File: src/rtl/waveform_oscillator.sv
// Phase-accumulator voice oscillator: rising/falling saw, square with duty, triangle.
// Waveform shape and duty are latched only at period boundaries (carry) or on sync.
module waveform_oscillator #(
   parameter int OUT_W  = 8,
   parameter int FREQ_W = 8,
   parameter int ACC_W  = 16
) (
   input  logic              clk,
   input  logic              reset,
   input  logic              enable,
   input  logic              sync,
   input  logic [1:0]        mode,
   input  logic [FREQ_W-1:0] frequency_control,
   input  logic [OUT_W-1:0]  duty,
   output logic [OUT_W-1:0]  wave_out,
   output logic              wrap
);

   localparam logic [1:0] MODE_SAW_UP   = 2'd0;
   localparam logic [1:0] MODE_SAW_DOWN = 2'd1;
   localparam logic [1:0] MODE_SQUARE   = 2'd2;
   localparam logic [1:0] MODE_TRIANGLE = 2'd3;

   logic [ACC_W-1:0] phase_reg;
   logic [1:0]       act_mode_reg;
   logic [OUT_W-1:0] act_duty_reg;
   logic [OUT_W-1:0] wave_reg;
   logic             wrap_reg;

   logic [ACC_W:0]   phase_sum;
   logic [ACC_W-1:0] phase_next;
   logic             carry;
   logic [OUT_W-1:0] p;
   logic [OUT_W-1:0] tri_ramp;
   logic [OUT_W-1:0] tri_wave;
   logic [OUT_W-1:0] square_wave;
   logic [OUT_W-1:0] wave_next;

   // One extra bit on the adder exposes the carry that marks a period boundary.
   assign phase_sum  = {1'b0, phase_reg} + {{(ACC_W + 1 - FREQ_W){1'b0}}, frequency_control};
   assign phase_next = phase_sum[ACC_W-1:0];
   assign carry      = phase_sum[ACC_W];
   assign p          = phase_reg[ACC_W-1 -: OUT_W];

   // Triangle: doubled ramp on the lower bits, mirrored during the second half-period.
   genvar gi;
   generate
      for (gi = 0; gi < OUT_W; gi++) begin : g_tri
         if (gi == 0) begin : g_lsb
            assign tri_ramp[gi] = 1'b0;
         end else begin : g_bit
            assign tri_ramp[gi] = p[gi-1];
         end
         assign tri_wave[gi] = tri_ramp[gi] ^ p[OUT_W-1];
      end
   endgenerate

   assign square_wave = (p < act_duty_reg) ? {OUT_W{1'b1}} : {OUT_W{1'b0}};

   always_comb begin
      wave_next = p;
      case (act_mode_reg)
         MODE_SAW_UP:   wave_next = p;
         MODE_SAW_DOWN: wave_next = ~p;
         MODE_SQUARE:   wave_next = square_wave;
         MODE_TRIANGLE: wave_next = tri_wave;
         default:       wave_next = p;
      endcase
   end

   always_ff @(posedge clk or posedge reset) begin
      if (reset) begin
         phase_reg    <= '0;
         act_mode_reg <= MODE_SAW_UP;
         act_duty_reg <= '0;
         wave_reg     <= '0;
         wrap_reg     <= 1'b0;
      end else if (sync) begin
         phase_reg    <= '0;
         act_mode_reg <= mode;
         act_duty_reg <= duty;
         wave_reg     <= wave_next;
         wrap_reg     <= 1'b0;
      end else if (enable) begin
         phase_reg <= phase_next;
         wave_reg  <= wave_next;
         wrap_reg  <= carry;
         // New shape starts cleanly with the first sample of the next period.
         if (carry) begin
            act_mode_reg <= mode;
            act_duty_reg <= duty;
         end
      end else begin
         wrap_reg <= 1'b0;
      end
   end

   assign wave_out = wave_reg;
   assign wrap     = wrap_reg;

endmodule

File: config.mk
export PLATFORM = sky130hd
export DESIGN_NAME = waveform_oscillator
export DESIGN_NICKNAME = d
export VERILOG_FILES = /design/src/rtl/waveform_oscillator.sv
export SDC_FILE = /design/constraint.sdc
export NUM_CORES = 1
export LEC_CHECK = 0
export ABC_AREA = 1
export CORE_UTILIZATION = 51
export DETAILED_ROUTE_END_ITERATION = 7
export PLACE_DENSITY = 0.81
export SLEW_MARGIN = 20
export SYNTH_ARGS = -nofsm -noshare
export SYNTH_HDL_FRONTEND = slang
export SYNTH_SLANG_ARGS = --single-unit
File: constraint.sdc
create_clock -name clk -period 2.3 [get_ports clk]
set_input_delay 0.575 -clock clk [delete_from_list [all_inputs] [get_ports clk]]
set_output_delay 0.575 -clock clk [all_outputs]
set_load 0.005 [all_outputs]
==> metrics.log, run 1 <==
[metrics] complex-gate fraction of the synthesized area: 12.98%
[metrics] TritonCTS clock tree: yes
[metrics] number of global-route vias before repair: 2266
[metrics] Startpoint Class: input pin
[metrics] Die Span Y: 71.15 µm
[metrics] maximum clock frequency: 463.2 MHz
[metrics] Critical Path RT: 2490 ps
[metrics] ant diodes: 0
[metrics] multiplexer share of the synthesized area: 0%
[metrics] kind of capture point of the worst setup path: flip-flop
[metrics] remaining number of nets flagged by the antenna check after routing: 0
[metrics] violated checks: DRC
[metrics] count of unresolved DRC violations after routing: 4
[metrics] CTS H-tree lvls: 2
[metrics] net count after synthesis: 380
[metrics] total detailed-routing wirelength: 5498 µm
[metrics] Std-Cell Core Area: 4474 µm²
[metrics] area added between synthesis and finish: 24.17%
[metrics] final setup skew: 7.804 ps
[metrics] max reg flops: 16
[metrics] routed via count: 2281
[metrics] number of buffers created by CTS: 5
[metrics] number of enable-type register cells in the synthesized netlist: 0
[metrics] Final Total Pwr: 2.115 mW
[metrics] Clock Root Buffer: clkbuf_8
[metrics] GPL Wtd Cong: 0.8957
[metrics] final cycle utilization of the critical path: 93.86%
[metrics] power density over cell area: 698.5 nW/µm²
[metrics] most used cells in the layout excluding fill and tap cells: nand2_1, inv_1, a21oi_1
[metrics] count of final setup violators: 0
[metrics] simple logic cell fraction of the synthesized area: 31.76%
[metrics] number of buffers on the longest clock path: 2
[metrics] adder and majority gate portion of the synthesized area: 9.030%
[metrics] startpoint-to-endpoint class of the critical path: input pin to flip-flop
[metrics] asr flop ratio synth: 100.0%
[metrics] Logic pwr share: 35.6%
[metrics] highest fanout seen on the critical path: 3
[metrics] Die X-Extent: 71.15 µm
[metrics] Min Hold Slack: 477.7 ps
[metrics] gate count after technology mapping: 341
[metrics] commonest register cell after synthesis: dfrtp_1
[metrics] number of violations of the max-capacitance limit: 0
[metrics] final net count: 424
[metrics] Clock Latency Late Sink: 300 ps
[metrics] first-pass iteration count of the detailed router: 6
[metrics] HPWL after detailed placement: 3911 µm
[metrics] largest family of logic cells by synthesized area: simple AND/OR/NAND/NOR gates
[metrics] aggregate global routing overflow: 0
[metrics] result of the run: complete, but fails checks
[metrics] internal power contribution: 1.401 mW
[metrics] Port Buffer Count: 30
[metrics] proportion of synthesized chip area in sequential cells: 35.92%
[metrics] count of final max-slew check failures: 0
[metrics] library cells used by synthesis: 31
[metrics] maximum number of pins on one net before global-route repair: 36
[metrics] number of cells in the design after placement: 429
[metrics] Rel. slew slack: 66.79%
[metrics] Cell Area, Synth: 2439 µm²
[metrics] Synth area leader: dfrtp_1
[metrics] Max VDD drop: 0.4289 mV
[metrics] Worst-path clk slew: 70 ps
[metrics] Flop pwr share: 36.9%
[metrics] number of synthesis warnings: 0
[metrics] leakage power of the design: 1.571 nW
[metrics] Total Die Area: 5062 µm²
[metrics] antenna violations before repair: 0
[metrics] net switching power: 0.7137 mW
[metrics] Critical Path AT: 2350 ps
[metrics] cell types with the largest area share after synthesis: dfrtp_1, nand2_1, ha_1
[metrics] XOR/XNOR Fraction of Synth Area: 1.437%
[metrics] DR vias/cell: 5.208
[metrics] standard-cell rows: 24
[metrics] transition time at the pin with the least slew margin: 496.4 ps
[metrics] fraction of synthesized cell area taken by the top area cell type: 35.92%
[metrics] number of hold violations in the final report: 0
[metrics] layout cells sized above 1: 13.47%
[metrics] Hold Path Class: flip-flop to flip-flop
[metrics] number of clock sinks seen by CTS: 35
[metrics] flip-flop and latch count after synthesis: 35
[metrics] combined global-route utilization of all metal layers: 24.64%
[metrics] I/O pin total: 31
[metrics] post-CTS repair timing setup buffer count: 0
[metrics] Min Clock Period, post-route: 2159 ps
[metrics] post-detailed-route wirelength per cell: 12.55 µm
[metrics] average cell area after synthesis: 7.151 µm²
[metrics] most common cell after layout, fill and taps aside: nand2_1
[metrics] Clock Power Share: 27.6%
[metrics] wire length of the first global-routing pass: 9770 µm
[metrics] switching share of power: 33.75%
[metrics] violation count after the first detailed-routing iteration: 177
[metrics] starting utilization of the core area: 54.50%
[metrics] count of non-filler cells in the finished layout: 438
[power groups by stage]
stage	Clock, mW	Sequential [mW]	Combinational, mW
floorplan	0	0.756	0.495
global placement	0	0.785	0.715
detailed placement	0	0.790	0.729
CTS	0.594	0.778	0.739
global route	0.615	0.790	0.848
finish	0.583	0.779	0.752
[area by class of cell]
type	instances	area, µm²
inverter	43	161.4
clock inverter	2	35.03
sequential	35	875.8
multi-input combinational	255	1379
timing repair buffer	45	429.2
clock buffer	6	82.58
tap	52	65.06
fill	394	1446
[through the flow]
| step | instance area (µm²) | util [%] | setup slack, ps | setup TNS [ps] |
|---|---|---|---|---|
| after CTS | 2992 | 66.86 | 24.32 | 0 |
| after detailed placement | 2874 | 64.23 | -289.1 | -3462 |
| after global routing | 3028 | 67.67 | -6.589 | -23.94 |
| after floorplan | 2439 | - | 222.7 | 0 |
| after global placement | 2874 | 64.23 | -221.2 | -2715 |
| final | 3028 | 67.67 | 141.3 | 0 |
[routing by layer]
| layer | global-route usage [%] | routed length, µm |
|---|---|---|
| met5 | 0 | 0 |
| met1 | 32.76 | 2661 |
| met4 | 9.778 | 104 |
| met3 | 4.274 | 279 |
| met2 | 40.00 | 2453 |
[cells by family after synthesis]
| group | Yosys count |
|---|---|
| flops | 35 |
| buf+inv | 52 |
| fa+ha+maj | 17 |
| xor+xnor | 4 |
| simple gates | 178 |
| compound gates | 55 |
[Yosys cell counts (2+ instances only)]
| library cell | instances |
|---|---|
| inv_1 | 41 |
| or2_2 | 2 |
| nor3_1 | 2 |
| nor2_1 | 22 |
| xnor2_1 | 3 |
| nand2_4 | 4 |
| clkbuf_1 | 5 |
| dfrtp_1 | 35 |
| nand2_2 | 4 |
| o21ai_2 | 8 |
| nand4_1 | 3 |
| inv_2 | 2 |
| nand3_1 | 21 |
| nand2_1 | 116 |
| a21oi_1 | 36 |
| ha_1 | 16 |
| o21ai_0 | 7 |
[path summary, 6_finish.rpt]
kind                                       from               to  slack, ps  cells after the start
min in group asynchronous                 reset     phase_reg[5]        670                      3
min                                 wave_out[1]      wave_out[1]        480                      2
max in group asynchronous                 reset     phase_reg[8]       1300                      3
min reg2reg                         wave_out[1]      wave_out[1]        480                      2
max reg2reg                        phase_reg[0]  act_duty_reg[0]        530                     12
max                        frequency_control[0]  act_duty_reg[0]        140                     13
[critical path, stage by stage]
cell and delay (ps):
clkdlybuf4s50_1 460, ha_2 170, inv_1 50, fa_2 350
inv_2 60, nand3_1 60, nand2_1 90, nand2_1 60
nand3_2 90, nand2_4 100, buf_6 140, nand3_1 80
nand2_2 50
[what timing repair did]
action                                  in CTS  in global routing
hold buffers                                 0                  0
endpoints found under the setup margin       0                 14
gates resized for setup                      0                  7
(Power assumes the default switching activity.)
==> run 2, diff against run 1 <==
Settings changed: HOLD_SLACK_MARGIN from default to 0.03.
==> results of run 2 <==
The final DEF is identical to that of run 1; final timing and power are the same.
